<file path="src/rtl/piezo_sched_pkg.sv">
// Shared constants for the piezo burst scheduler: FSM state codes, register map, CTRL/IRQ bit positions.
package piezo_sched_pkg;

  localparam logic [2:0] ST_IDLE   = 3'd0;
  localparam logic [2:0] ST_ARMED  = 3'd1;
  localparam logic [2:0] ST_SELECT = 3'd2;
  localparam logic [2:0] ST_BURST  = 3'd3;
  localparam logic [2:0] ST_GUARD  = 3'd4;
  localparam logic [2:0] ST_DONE   = 3'd5;
  localparam logic [2:0] ST_FAULT  = 3'd6;

  localparam logic [2:0] ADDR_CTRL    = 3'd0;
  localparam logic [2:0] ADDR_STATUS  = 3'd1;
  localparam logic [2:0] ADDR_MASK_LO = 3'd2;
  localparam logic [2:0] ADDR_MASK_HI = 3'd3;
  localparam logic [2:0] ADDR_BURST   = 3'd4;
  localparam logic [2:0] ADDR_GUARD   = 3'd5;
  localparam logic [2:0] ADDR_CUR_CH  = 3'd6;
  localparam logic [2:0] ADDR_IRQ     = 3'd7;

  localparam int CTRL_START = 0;
  localparam int CTRL_ARM   = 1;
  localparam int CTRL_CONT  = 2;
  localparam int CTRL_ABORT = 3;

  localparam int IRQ_DONE  = 0;
  localparam int IRQ_FAULT = 1;

endpackage

</file>
<file path="src/rtl/piezo_next_ch_finder.sv">
// Masked priority encoder: lowest set mask bit at or above start_idx, plus lowest set bit overall.
// Purely combinational; start_idx may exceed NUM_CH-1, in which case only the wrap result is valid.
module piezo_next_ch_finder #(
  parameter int NUM_CH = 61
) (
  input  logic [NUM_CH-1:0] mask,
  input  logic [6:0]        start_idx,
  output logic              found,
  output logic [5:0]        idx,
  output logic [5:0]        wrap_idx,
  output logic              any
);

  // Scanning downwards lets the last hit be the lowest qualifying bit.
  always_comb begin
    found    = 1'b0;
    idx      = '0;
    wrap_idx = '0;
    for (int i = NUM_CH - 1; i >= 0; i--) begin
      if (mask[i]) begin
        wrap_idx = 6'(i);
        if (7'(i) >= start_idx) begin
          found = 1'b1;
          idx   = 6'(i);
        end
      end
    end
  end

  assign any = |mask;

endmodule

</file>
<file path="src/rtl/piezo_burst_scheduler.sv">
// Time-division piezo burst scheduler: fires masked channels one at a time (burst, guard, 1-cycle select gap).
// Avalon-MM register file with 1-cycle read latency; interlock drop or abort forces outputs off on the next edge.
module piezo_burst_scheduler
  import piezo_sched_pkg::*;
#(
  parameter int          NUM_CH    = 61,
  parameter int          CNT_W     = 24,
  parameter int unsigned DEF_BURST = 1000,
  parameter int unsigned DEF_GUARD = 5000
) (
  input  logic              clk,
  input  logic              reset,
  input  logic [2:0]        avs_address,
  input  logic              avs_write,
  input  logic [31:0]       avs_writedata,
  input  logic              avs_read,
  output logic [31:0]       avs_readdata,
  input  logic              event_trigger,
  input  logic              piezo_enable_in,
  output logic [NUM_CH-1:0] piezo_out,
  output logic              piezo_enable,
  output logic [2:0]        piezo_status,
  output logic              fire_strobe,
  output logic [5:0]        fire_channel,
  output logic              irq
);

  logic [2:0]        state;
  logic              ctrl_arm, ctrl_cont;
  logic [31:0]       mask_lo;
  logic [NUM_CH-33:0] mask_hi;
  logic [CNT_W-1:0]  burst_len, guard_len;
  logic [NUM_CH-1:0] w_mask;
  logic [CNT_W-1:0]  w_burst, w_guard, cnt;
  logic [5:0]        cur_ch;
  logic [6:0]        next_idx;
  logic [7:0]        round_cnt;
  logic [1:0]        irq_src;
  logic [2:0]        trig_sync;
  logic              trig_rise;
  logic              wr_ctrl, start, abort, trip;
  logic              found, any;
  logic [5:0]        idx, wrap_idx;

  piezo_next_ch_finder #(.NUM_CH(NUM_CH)) u_finder (
    .mask     (w_mask),
    .start_idx(next_idx),
    .found    (found),
    .idx      (idx),
    .wrap_idx (wrap_idx),
    .any      (any)
  );

  assign trig_rise = trig_sync[1] & ~trig_sync[2];
  assign wr_ctrl   = avs_write && (avs_address == ADDR_CTRL);
  assign start     = wr_ctrl && avs_writedata[CTRL_START];
  assign abort     = wr_ctrl && avs_writedata[CTRL_ABORT];
  assign trip      = !piezo_enable_in &&
                     (state == ST_ARMED || state == ST_SELECT || state == ST_BURST || state == ST_GUARD);

  always_ff @(posedge clk) begin
    if (reset) begin
      state        <= ST_IDLE;
      ctrl_arm     <= 1'b0;
      ctrl_cont    <= 1'b0;
      mask_lo      <= '0;
      mask_hi      <= '0;
      burst_len    <= CNT_W'(DEF_BURST);
      guard_len    <= CNT_W'(DEF_GUARD);
      w_mask       <= '0;
      w_burst      <= '0;
      w_guard      <= '0;
      cnt          <= '0;
      cur_ch       <= '0;
      next_idx     <= '0;
      round_cnt    <= '0;
      irq_src      <= '0;
      trig_sync    <= '0;
      fire_strobe  <= 1'b0;
      fire_channel <= '0;
    end else begin
      fire_strobe <= 1'b0;
      trig_sync   <= {trig_sync[1:0], event_trigger};

      if (avs_write) begin
        case (avs_address)
          ADDR_CTRL: begin
            ctrl_arm  <= avs_writedata[CTRL_ARM];
            ctrl_cont <= avs_writedata[CTRL_CONT];
          end
          ADDR_MASK_LO: mask_lo   <= avs_writedata;
          ADDR_MASK_HI: mask_hi   <= avs_writedata[NUM_CH-33:0];
          ADDR_BURST:   burst_len <= avs_writedata[CNT_W-1:0];
          ADDR_GUARD:   guard_len <= avs_writedata[CNT_W-1:0];
          ADDR_IRQ:     irq_src   <= irq_src & ~avs_writedata[1:0];
          default: ;
        endcase
      end

      // Later irq_src bit sets below override a same-cycle W1C clear.
      if (abort) begin
        state <= ST_IDLE;
      end else if (trip) begin
        state              <= ST_FAULT;
        irq_src[IRQ_FAULT] <= 1'b1;
      end else begin
        case (state)
          ST_IDLE: if (start) begin
            w_mask   <= {mask_hi, mask_lo};
            w_burst  <= burst_len;
            w_guard  <= guard_len;
            next_idx <= '0;
            state    <= avs_writedata[CTRL_ARM] ? ST_ARMED : ST_SELECT;
          end
          ST_ARMED: if (trig_rise) state <= ST_SELECT;
          ST_SELECT: begin
            if (found || (ctrl_cont && any)) begin
              state        <= ST_BURST;
              cur_ch       <= found ? idx : wrap_idx;
              fire_channel <= found ? idx : wrap_idx;
              fire_strobe  <= 1'b1;
              cnt          <= (w_burst == '0) ? '0 : w_burst - 1'b1;
              if (!found) round_cnt <= round_cnt + 8'd1;
            end else begin
              state             <= ST_DONE;
              irq_src[IRQ_DONE] <= 1'b1;
            end
          end
          ST_BURST: begin
            if (cnt == '0) begin
              next_idx <= {1'b0, cur_ch} + 7'd1;
              if (w_guard == '0) begin
                state <= ST_SELECT;
              end else begin
                state <= ST_GUARD;
                cnt   <= w_guard - 1'b1;
              end
            end else begin
              cnt <= cnt - 1'b1;
            end
          end
          ST_GUARD: begin
            if (cnt == '0) state <= ST_SELECT;
            else           cnt   <= cnt - 1'b1;
          end
          ST_DONE:  state <= ST_IDLE;
          ST_FAULT: if (start) state <= ST_IDLE;
          default:  state <= ST_IDLE;
        endcase
      end
    end
  end

  always_ff @(posedge clk) begin
    if (reset) begin
      avs_readdata <= '0;
    end else if (avs_read) begin
      case (avs_address)
        ADDR_CTRL:    avs_readdata <= {29'd0, ctrl_cont, ctrl_arm, 1'b0};
        ADDR_STATUS:  avs_readdata <= {8'd0, round_cnt, 6'd0, irq_src, 5'd0, state};
        ADDR_MASK_LO: avs_readdata <= mask_lo;
        ADDR_MASK_HI: avs_readdata <= 32'(mask_hi);
        ADDR_BURST:   avs_readdata <= 32'(burst_len);
        ADDR_GUARD:   avs_readdata <= 32'(guard_len);
        ADDR_CUR_CH:  avs_readdata <= 32'(cur_ch);
        default:      avs_readdata <= 32'(irq_src);
      endcase
    end
  end

  assign piezo_enable = (state == ST_BURST);
  assign piezo_out    = piezo_enable ? (NUM_CH'(1) << cur_ch) : '0;
  assign piezo_status = state;
  assign irq          = |irq_src;

endmodule

</file>
<file path="config.mk">
export PLATFORM = sky130hd
export DESIGN_NAME = piezo_burst_scheduler
export DESIGN_NICKNAME = d
export VERILOG_FILES = /design/src/rtl/piezo_sched_pkg.sv /design/src/rtl/piezo_next_ch_finder.sv /design/src/rtl/piezo_burst_scheduler.sv
export SDC_FILE = /design/constraint.sdc
export NUM_CORES = 1
export LEC_CHECK = 0
export BUFFER_PORTS_ARGS = -buffer_cell sky130_fd_sc_hd__buf_2
export CAP_MARGIN = 20
export CORE_MARGIN = 1
export CORE_UTILIZATION = 45
export DETAILED_ROUTE_END_ITERATION = 7
export HOLD_SLACK_MARGIN = 0.05
export PLACE_DENSITY = 0.66
export SYNTH_ARGS = -nofsm -noshare
export SYNTH_HDL_FRONTEND = slang
export SYNTH_SLANG_ARGS = --single-unit
export TNS_END_PERCENT = 30
</file>
<file path="constraint.sdc">
create_clock -name clk -period 3.05 [get_ports clk]
set_clock_uncertainty 0.05 [all_clocks]
set_input_delay 0.305 -clock clk [delete_from_list [all_inputs] [get_ports clk]]
set_output_delay 0.305 -clock clk [all_outputs]
set_load 0.03 [all_outputs]
</file>
==> results of run 1 <==
[cell usage in the layout (no fill, tap or decap), drive strengths merged, types with 12 or more instances in the layout]
cell / count
nand3: 48
dlygate4sd3: 29
mux2: 12
or4: 14
a21oi: 307
nand2b: 16
o22ai: 24
o211ai: 20
or2: 12
o21ai: 72
dfxtp: 306
or3: 24
a211oi: 18
buf: 391
nor2b: 23
nor3: 78
mux2i: 13
clkbuf: 46
xor2: 22
a31oi: 19
nor4: 39
nand4: 20
nor2: 185
xnor2: 46
inv: 43
a22oi: 16
nand2: 570
a221o: 16
[tightest hold or removal path, cell delays in order]
cell,delay (ns)
buf_2,0.16
nand2_1,0.07
a21oi_1,0.05
[timing repair]
item / in CTS / in global routing
endpoints found under the hold margin: 92 / 0
gates cloned: 0 / 1
pin swaps: 3 / 16
hold buffers: 29 / 0
gates resized for setup: 6 / 52
buffers inserted: 3 / 5
endpoints found under the setup margin: 62 / 55
[kinds of logic (layout without fill, tap and decap cells)]
logic type | Yosys count | in the layout | synth area share, %
AND/OR/NAND/NOR | 1068 | 1068 | 28.1
AO/OA/AOI/OAI | 645 | 645 | 24.4
flip-flops | 306 | 306 | 36.3
buffers and inverters | 211 | 521 | 4.95
XOR/XNOR | 68 | 68 | 3.53
multiplexers | 28 | 28 | 1.97
adder cells (fa/ha/maj) | 10 | 10 | 0.741
[worst paths after layout]
check	startpoint	to	slack [ns]	cells after the start
worst min-delay path	avs_writedata[2]	mask_hi[2]$_SDFFE_PP0P_	0.07	3
worst max-delay path	w_mask[10]$_SDFFE_PP0P_	round_cnt[6]$_SDFFE_PP0P_	0.06	10
worst min register to register	trig_sync[0]$_SDFF_PP0_	trig_sync[1]$_SDFF_PP0_	0.39	1
worst max register to register	w_mask[10]$_SDFFE_PP0P_	round_cnt[6]$_SDFFE_PP0P_	0.06	10
[layer usage]
| layer | track usage, % | up-vias |
|---|---|---|
| met4 | 11.5 | 0 |
| met3 | 6.72 | 130 |
| met2 | 54.4 | 1152 |
| met5 | 0 | - |
| li1 | - | 8843 |
| met1 | 50.8 | 9103 |
[metrics by stage]
step                hold slack [ns]  cell area, µm²  cells
global placement              0.390           19500   3020
floorplan                     0.364           16900   2336
finish                       0.0653           21200   3114
global route                 0.0595           21200   3114
detailed placement            0.381           19500   3020
CTS                          0.0546           21000   3108
[report_power, final]
group | leakage (nW) | internal, mW | total (mW) | switching, mW
Clock | 0.547 | 2.47 | 4.20 | 1.73
Combinational | 5.37 | 1.45 | 3.52 | 2.07
Sequential | 2.48 | 4.19 | 4.42 | 0.235
[state kept, by name, summed over array words and instances, names as in the netlist, 7 cells and up]
signal,count
round_cnt,8
mask_lo,32
avs_readdata,32
burst_len,24
w_mask,61
next_idx,7
w_guard,24
guard_len,24
mask_hi,29
cnt,24
w_burst,24
[synth_stat cells (all sizes together), types with 18 or more instances]
cell	instances
nand2	570
a21oi	307
dfxtp	306
nor2	185
clkbuf	135
nor3	78
o21ai	72
nand3	48
xnor2	46
inv	41
nor4	39
buf	33
o22ai	24
or3	24
nor2b	23
xor2	22
nand4	20
o211ai	20
a31oi	19
a211oi	18
[final cells by class]
| type | instances | area (µm²) |
|---|---|---|
| fill | 3512 | 15500 |
| multi-input combinational | 1819 | 10100 |
| sequential | 306 | 6140 |
| timing repair buffer | 422 | 3120 |
| clock buffer | 44 | 960 |
| tap | 468 | 586 |
| inverter | 43 | 165 |
| clock inverter | 12 | 145 |
==> reports/qor.yml, run 1 <==
setup_path:
  path_class: "register to register"
  worstPathCellList: "nor4_2 -> nand4_1 -> o41a_2 -> buf_4 -> nand2_1 -> buf_4 -> nor4_4 -> buf_4 -> a31o_2 -> a21oi_1"
  startpoint_type: "register"
  cp_top_family: "compound AO/OA/AOI/OAI gates"
  crit_fanout: 6
  critPathBufInv: 3
  cp-end-kind: "register"
  critPathArrivalTime_ns: 3.37
  cpPeakStageDelay_ns: 0.69
  crit_slowest_cell: "o41a_2"
  cpMostUsedCell: "buf_4"
  critPathRequiredTime_ns: 3.43
finish:
  drive_above_1_share_pct: 20.5
  synthToLayoutAreaGrowth_pct: 25.8
  diodes: 0
  nets: 2678
  final_core_util_pct: 57.7
timing:
  rsz0062_at_grt: "true"
  fin_tns_setup_ns: 0
  setup_slack_ns: 0.0584
  relSlewSlack_pct: 4.30
  hold_violations: 0
  fmax_mhz: 334
  tightest_slew_ns: 1.44
  setup_violations: 0
  maxSlewViolCount: 0
  period_share_pct: 98.1
  period_needed_ns: 2.99
outcome:
  outcome: "completed"
clocking:
  cts_made_buffers: 35
  cts-root-buf: "clkbuf_16"
  clock_path_buffers: 3
  cts_tree: "done"
  clkLatencyLatePin_ns: 0.53
  htree_levels: 2
  clk_pin_slew_worst_paths_ns: 0.06
  cts.sinks: 306
global_routing:
  grt_pass1_wl_mm: 106
  grt_pass1_vias: 17683
  antenna_found_initial: 1
  grt_usage_pct: 35.7
  grt_start_max_net_pins: 255
  overflow: 0
route:
  wl_met1_mm: 30.3
  route.met3.wl_mm: 7.88
  via_per_inst: 6.17
  wl_met2_mm: 30.0
  vias: 19228
  drt_iter0_drc: 2328
  wl_per_cell_um: 22.6
  top_layer: "met4"
  drc_errors: 0
  dr.pass1.iters: 8
  final_antenna_net_count: 0
  routed_wl_mm: 70.3
floorplanning:
  start_util_pct: 45.9
  chipHeight_um: 196
  row_count: 70
  dieArea_um2: 38300
  die_w_um: 196
  core_um2: 36800
  io_pins: 146
pwr:
  power_mw: 12.1
  peakVddDrop_uv: 431
  powerDensity_nw_per_um2: 572
  p_leak_nw: 8.39
logic_synthesis:
  ys_types: 86
  ys_warn_count: 0
  yosys.area.top_type: "dfxtp_1"
  synth_async_sr_flop_share_pct: 0
  synth_edf_count: 0
  syn_avg_cell_area_um2: 7.23
  ys_seq_area_share_pct: 36.3
  synth_ff_type: "dfxtp_1"
  synth_top_area_share_pct: 36.3
  ys_ff_latch: 306
  synth_area_leaders: "dfxtp_1 36%, nand2_1 13%, a21oi_1 9.0%"
  synth_area_um2: 16900
  syn-num-nets: 2387
  synthCells: 2336
job:
  maxCapViolCount: 0
placed_design:
  dp_worst_setup_slack_ns: -0.0704
  io_buffers: 145
  gp_congestion: 1.03
  place_hpwl_mm: 51.4
worst_hold_path:
  hp-class: "input pin to register"
No activity file was read; power rests on OpenSTA's default activity.
==> inputs of run 2 (changes only) <==
- CORE_UTILIZATION: 45 -> 55
- PLACE_DENSITY: 0.66 -> 0.78
==> run 2 against run 1 <==
Compared with the run above:
- final area decreased by 1.1%
- die area fell by 18%
- maximum frequency hardly changed
- power decreased by 2.6%
==> reports/qor.yml, run 2 (same netlist as run 1, synthesis figures left out) <==
setup_path:
  cpMostUsedCell: "buf_4"  # unchanged
  reg2reg_depth: 12  # was 10
  cp_top_family: "simple AND/OR/NAND/NOR gates"  # was compound AO/OA/AOI/OAI gates
  r2r-start: "next_idx[5]$_SDFFE_PP0P_"  # was w_mask[10]$_SDFFE_PP0P_
  crit_slowest_cell: "or3_1"  # was o41a_2
  critPathRequiredTime_ns: 3.47  # was 3.43 ns
  path_class: "register to register"  # unchanged
  r2r_end: "cnt[17]$_SDFFE_PP0P_"  # was round_cnt[6]$_SDFFE_PP0P_
  startpoint_type: "register"  # unchanged
  cpPeakStageDelay_ns: 0.37  # was 0.69 ns
  cp-end-kind: "register"  # unchanged
  critPathBufInv: 5  # was 3
  worstPathCellList: "buf_4 -> buf_4 -> or2_2 -> or3_1 -> a31o_2 -> nand4_1 -> buf_4 -> buf_4 -> o21a_4 -> nor2_2 -> buf_4 -> o311a_1"  # was nor4_2 -> nand4_1 -> o41a_2 -> buf_4 -> nand2_1 -> buf_4 -> nor4_4 -> buf_4 -> a31o_2 -> a21oi_1
  crit_fanout: 11  # was 6
  critPathArrivalTime_ns: 3.41  # was 3.37 ns
  r2r_slack_ns: 0.06  # about the same
finish:
  layout_commonest_cell: "nand2_1"  # unchanged
  synthToLayoutAreaGrowth_pct: 24.4  # was 25.8%
  nets: 2676  # was 2678
  drive_above_1_share_pct: 20.2  # was 20.5%
  final_core_util_pct: 70.1  # was 57.7%
  diodes: 0  # unchanged
  final_cell_mix: "569 x nand2_1, 304 x a21oi_1, 297 x dfxtp_1"  # was 570 x nand2_1, 303 x a21oi_1, 301 x dfxtp_1
  largest_register: "w_mask"  # unchanged
  largestRegisters: "w_mask x61, avs_readdata x32, mask_lo x32"  # unchanged
  largest_reg_flops: 61  # unchanged
clocking:
  htree_levels: 1  # was 2
  clock_path_buffers: 3  # unchanged
  clkLatencyLatePin_ns: 0.58  # was 0.53 ns
  cts.sinks: 306  # unchanged
  cts_tree: "done"  # unchanged
  cts_made_buffers: 31  # was 35
  clk_pin_slew_worst_paths_ns: 0.07  # was 0.06 ns
  cts-root-buf: "clkbuf_16"  # unchanged
global_routing:
  grt_pass1_vias: 17953  # was 17683
  overflow: 0  # unchanged
  antenna_found_initial: 3  # was 1
  grt_start_max_net_pins: 227  # was 255
  grt_usage_pct: 44.0  # was 35.7%
  grt_pass1_wl_mm: 106  # about the same
pwr:
  p_leak_nw: 8.32  # was 8.39 nW
  intPower_mw: 7.85  # was 8.11 mW
  seqPwrFrac_pct: 37.5  # was 36.4%
  powerDensity_nw_per_um2: 563  # was 572 nW/µm²
  switching_share_pct: 33.7  # was 33.2%
  peakVddDrop_uv: 546  # was 431 µV
  p_clk_share_pct: 33.5  # was 34.6%
  power_switching_mw: 3.98  # was 4.03 mW
  pwr-share-comb_pct: 29.0  # about the same
timing:
  period_share_pct: 98.2  # was 98.1%
  maxSlewViolCount: 0  # unchanged
  hold_violations: 0  # unchanged
  fmax_mhz: 334  # about the same
  setup_violations: 0  # unchanged
  tightest_slew_ns: 1.08  # was 1.44 ns
  relSlewSlack_pct: 28.1  # was 4.30%
  period_needed_ns: 2.99  # about the same
  fin_tns_setup_ns: 0  # unchanged
placed_design:
  io_buffers: 145  # unchanged
  place_hpwl_mm: 51.6  # was 51.4 mm
  gp_congestion: 1.04  # was 1.03
route:
  drt_iter0_drc: 2972  # was 2328
  final_antenna_net_count: 0  # unchanged
  wl_per_cell_um: 23.6  # was 22.6 µm
  vias: 19898  # was 19228
  dr.pass1.iters: 7  # was 8
  via_per_inst: 6.55  # was 6.17
  drc_errors: 0  # unchanged
  routed_wl_mm: 71.7  # was 70.3 mm
job:
  maxCapViolCount: 0  # unchanged
worst_hold_path:
  hp-class: "input pin to register"  # unchanged
  hold_path_end: "piezo_status[2]$_SDFFE_PP0P_"  # was mask_hi[2]$_SDFFE_PP0P_
  hold_depth: 4  # was 3
  hold_start: "piezo_enable_in"  # was avs_writedata[2]
floorplanning:
  dieArea_um2: 31400  # was 38300 µm²
  row_count: 63  # was 70
  io_pins: 146  # unchanged
  core_um2: 30000  # was 36800 µm²
  chipHeight_um: 177  # was 196 µm
  die_w_um: 177  # was 196 µm
  start_util_pct: 56.3  # was 45.9%
outcome:
  outcome: "completed"  # unchanged
run 2: cell count changes in the layout (fill, tap and decap cells not counted), moves of 4 or more:
cell and delta:
a211oi_1 +5, a211oi_2 -5, buf_12 -6, buf_4 +4
clkbuf_16 -4, clkbuf_8 +5, dfxtp_1 -4, dfxtp_2 +5
dlygate4sd3_1 +4
run 2: what timing repair did:
item                                   in CTS  in global routing
pin swaps                                   3                  9
gates cloned                                0                  3
setup buffers                               1                  5
gates resized for setup                     6                 45
setup endpoints to repair                  55                 87
endpoints found under the hold margin     107                  0
hold buffers                               33                  0
run 2: power groups by stage:
stage	clock network [mW]	registers, mW	logic, mW
floorplan	0	4.48	2.14
global placement	0	4.49	3.12
detailed placement	0	4.50	3.18
CTS	3.92	4.41	3.25
global route	4.09	4.45	3.61
finish	3.96	4.43	3.43
run 2: per-stage QoR:
stage               area [µm²]  hold slack, ns  instances  total power, mW  setup WS, ns
finish                   21000          0.0683       3039             11.8        0.0554
global route             21000          0.0890       3039             12.1       -0.0305
CTS                      20800          0.0721       3031             11.6       0.00237
detailed placement       19300           0.400       2940             7.68       -0.0275
global placement         19300           0.382       2940             7.62       -0.0644
floorplan                16900           0.364       2336             6.62        0.0252
run 2: how the worst max path moves through the flow:
stage                              from                        end  cells past startpoint
2_1_floorplan      cnt[16]$_SDFFE_PP0P_       cnt[19]$_SDFFE_PP0P_                      9
3_5_place_dp   next_idx[3]$_SDFFE_PP0P_        cnt[8]$_SDFFE_PP0P_                     11
4_1_cts         w_mask[58]$_SDFFE_PP0P_        cnt[0]$_SDFFE_PP0P_                     12
5_1_grt        next_idx[2]$_SDFFE_PP0P_        cnt[1]$_SDFFE_PP0P_                     14
6_report       next_idx[5]$_SDFFE_PP0P_       cnt[17]$_SDFFE_PP0P_                     12
3_3_place_gp   next_idx[3]$_SDFFE_PP0P_  round_cnt[6]$_SDFFE_PP0P_                     13
run 2: routing by layer:
layer | routed length [µm] | vias up | share of wire [%] | GRT usage [%]
li1 | - | 8845 | - | -
met1 | 28500 | 9279 | 40 | 60.3
met2 | 30300 | 1520 | 42 | 66.0
met3 | 9360 | 248 | 13 | 9.41
met4 | 3530 | 6 | 4.9 | 19.4
met5 | 28 | - | 0.039 | 0
run 2: final cells by class:
type | instances | area [µm²]
Multi-Input combinational cell | 1820 | 10100
Fill cell | 2383 | 8950
Sequential cell | 306 | 6140
Timing Repair Buffer | 423 | 3050
Clock buffer | 46 | 932
Tap cell | 390 | 488
Inverter | 43 | 161
Clock inverter | 11 | 120
run 2: tightest hold or removal path, cell delays in order:
cell and delay (ns):
buf_2 0.15, inv_1 0.08, nand2_1 0.06, a31oi_1 0.07
==> inputs of run 3 (changes only) <==
- CORE_UTILIZATION: 55 -> 56
- CTS_BUF_LIST: default -> sky130_fd_sc_hd__clkbuf_2 sky130_fd_sc_hd__clkbuf_4 sky130_fd_sc_hd__clkbuf_8
- PLACE_DENSITY: 0.78 -> 0.8
- RECOVER_POWER: default -> 100
==> run 3 against run 2 <==
Compared with the run above:
- final area rose by 0.17%
- highest routed layer unchanged
- maximum frequency fell by 0.32%
- setup slack got worse by 0.0097 ns
- sequential share of layout area barely moved
- non-clock buffer count rose by 3
- cell count rose by 1.1%
- largest cell class unchanged
- core utilization rose by 0.86 points
- critical path type unchanged
==> reports/qor.yml, run 3 (same netlist as run 1, synthesis figures left out) <==
setup_path:
  r2r-start: "cnt[16]$_SDFFE_PP0P_"  # was next_idx[5]$_SDFFE_PP0P_
  critPathRequiredTime_ns: 3.48  # was 3.47 ns
  startpoint_type: "register"  # unchanged
  path_class: "register to register"  # unchanged
  critPathBufInv: 0  # was 5
  cp-end-kind: "register"  # unchanged
  crit_fanout: 11  # unchanged
  crit_slowest_cell: "or4_4"  # was or3_1
  startpoint: "cnt[16]$_SDFFE_PP0P_"  # was next_idx[5]$_SDFFE_PP0P_
  cpPeakStageDelay_ns: 0.55  # was 0.37 ns
  cp_top_family: "simple AND/OR/NAND/NOR gates"  # unchanged
  worstPathCellList: "or4_4 -> or4_4 -> or4_4 -> a21oi_4 -> nor2_2 -> o21a_4 -> or3_4 -> o311a_1"  # was buf_4 -> buf_4 -> or2_2 -> or3_1 -> a31o_2 -> nand4_1 -> buf_4 -> buf_4 -> o21a_4 -> nor2_2 -> buf_4 -> o311a_1
  cpMostUsedCell: "or4_4"  # was buf_4
  critPathArrivalTime_ns: 3.44  # was 3.41 ns
floorplanning:
  core_um2: 29600  # was 30000 µm²
  row_count: 63  # unchanged
  start_util_pct: 56.9  # was 56.3%
  io_pins: 146  # unchanged
  dieArea_um2: 30800  # was 31400 µm²
  chipHeight_um: 176  # was 177 µm
  die_w_um: 176  # was 177 µm
global_routing:
  grt_usage_pct: 45.4  # was 44.0%
  antenna_found_initial: 1  # was 3
  grt_start_max_net_pins: 188  # was 227
  overflow: 0  # unchanged
  grt_pass1_wl_mm: 108  # was 106 mm
  grt_pass1_vias: 18178  # was 17953
placed_design:
  dpl_cell_area_um2: 19400  # was 19300 µm²
  place_hpwl_mm: 52.2  # was 51.6 mm
  gp_congestion: 1.08  # was 1.04
  dp_worst_setup_slack_ns: -0.121  # was -0.0275 ns
  io_buffers: 145  # unchanged
  dp_cells: 2939  # was 2940
timing:
  rsz0062_at_grt: "true"
  relSlewSlack_pct: 5.20  # was 28.1%
  maxSlewViolCount: 0  # unchanged
  hold_violations: 0  # unchanged
  setup_violations: 0  # unchanged
  setup_slack_ns: 0.0457  # was 0.0554 ns
  period_needed_ns: 3.00  # was 2.99 ns
  fmax_mhz: 333  # was 334 MHz
  period_share_pct: 98.5  # was 98.2%
  fin_tns_setup_ns: 0  # unchanged
  tightest_slew_ns: 1.42  # was 1.08 ns
clocking:
  cts.sinks: 306  # unchanged
  htree_levels: 2  # was 1
  clock_path_buffers: 3  # unchanged
  cts-root-buf: "clkbuf_8"  # was clkbuf_16
  clk_pin_slew_worst_paths_ns: 0.06  # was 0.07 ns
  cts_made_buffers: 50  # was 31
  clkLatencyLatePin_ns: 0.61  # was 0.58 ns
  cts_tree: "done"  # unchanged
job:
  maxCapViolCount: 0  # unchanged
finish:
  largest_reg_flops: 61  # unchanged
  largest_register: "w_mask"  # unchanged
  largestRegisters: "w_mask x61, avs_readdata x32, mask_lo x32"  # unchanged
  stdcell_area_um2: 21000  # about the same
  final_cells: 3073  # was 3039
  nets: 2697  # was 2676
  final_cell_mix: "569 x nand2_1, 305 x a21oi_1, 298 x dfxtp_1"  # was 569 x nand2_1, 304 x a21oi_1, 297 x dfxtp_1
  fillers: 2370  # was 2383
  synthToLayoutAreaGrowth_pct: 24.6  # was 24.4%
  layout_commonest_cell: "nand2_1"  # unchanged
  diodes: 0  # unchanged
  drive_above_1_share_pct: 20.0  # was 20.2%
pwr:
  power_mw: 11.7  # was 11.8 mW
  p_leak_nw: 8.20  # was 8.32 nW
  peakVddDrop_uv: 461  # was 546 µV
  powerDensity_nw_per_um2: 555  # was 563 nW/µm²
route:
  vias: 20094  # was 19898
  wl_per_cell_um: 23.5  # was 23.6 µm
  drc_errors: 0  # unchanged
  dr.pass1.iters: 8  # was 7
  drt_iter0_drc: 3085  # was 2972
  routed_wl_mm: 72.3  # was 71.7 mm
  via_per_inst: 6.54  # was 6.55
  final_antenna_net_count: 0  # unchanged
outcome:
  outcome: "completed"  # unchanged
worst_hold_path:
  hold_start: "piezo_enable_in"  # unchanged
  hp-class: "input pin to register"  # unchanged
==> run 3: area by class of cell <==
type / instances / area, µm² / share of cell area [%]
multi-input cells: 1819 / 10200 / 48.3
flip-flops and latches: 306 / 6140 / 29.2
repair buffers: 426 / 3060 / 14.5
clock buffers: 80 / 938 / 4.46
well taps: 390 / 488 / 2.32
inverters: 43 / 165 / 0.785
clock inverters: 9 / 92.6 / 0.440
==> run 3: worst min-delay path, delay by kind of cell <==
kind	cells	cell delay (ns)
buffers and inverters	2	0.24
AO/OA/AOI/OAI	1	0.07
AND/OR/NAND/NOR	1	0.06
==> run 3: repair_timing <==
action / CTS / global route
gates resized for setup: 5 / 56
hold buffers: 34 / 0
endpoints found under the setup margin: 58 / 93
buffers inserted: 2 / 8
pin swaps: 1 / 14
hold endpoints to repair: 112 / 0
cloned: 0 / 1
==> run 3: per-stage QoR <==
step	hold slack, ns	utilization (%)
2_1_floorplan	0.364	-
3_5_place_dp	0.400	65.4
6_report	0.0729	71.0
5_1_grt	0.0912	71.0
4_1_cts	0.0631	70.1
3_3_place_gp	0.381	65.4
==> run 3: worst paths after layout <==
kind	to	slack [ns]	cells after the start
min reg2reg	trig_sync[1]$_SDFF_PP0_	0.41	1
max reg2reg	cnt[21]$_SDFFE_PP0P_	0.05	8
max	cnt[21]$_SDFFE_PP0P_	0.05	8
min	piezo_status[2]$_SDFFE_PP0P_	0.07	4
==> run 3: power by group <==
part | leakage, nW | total [mW] | switching, mW | internal (mW)
clock network | 0.559 | 3.78 | 1.74 | 2.04
registers | 2.48 | 4.43 | 0.243 | 4.19
logic | 5.16 | 3.46 | 2.05 | 1.41
total | 8.20 | 11.7 | 4.03 | 7.64
==> run 3: routing by layer <==
layer,part of all wire (%),wire (µm),global-route usage [%]
met4,4.9,3530,20.7
met3,14,10000,11.5
met5,0.018,13,0
met1,39,28200,61.3
met2,42,30500,68.0
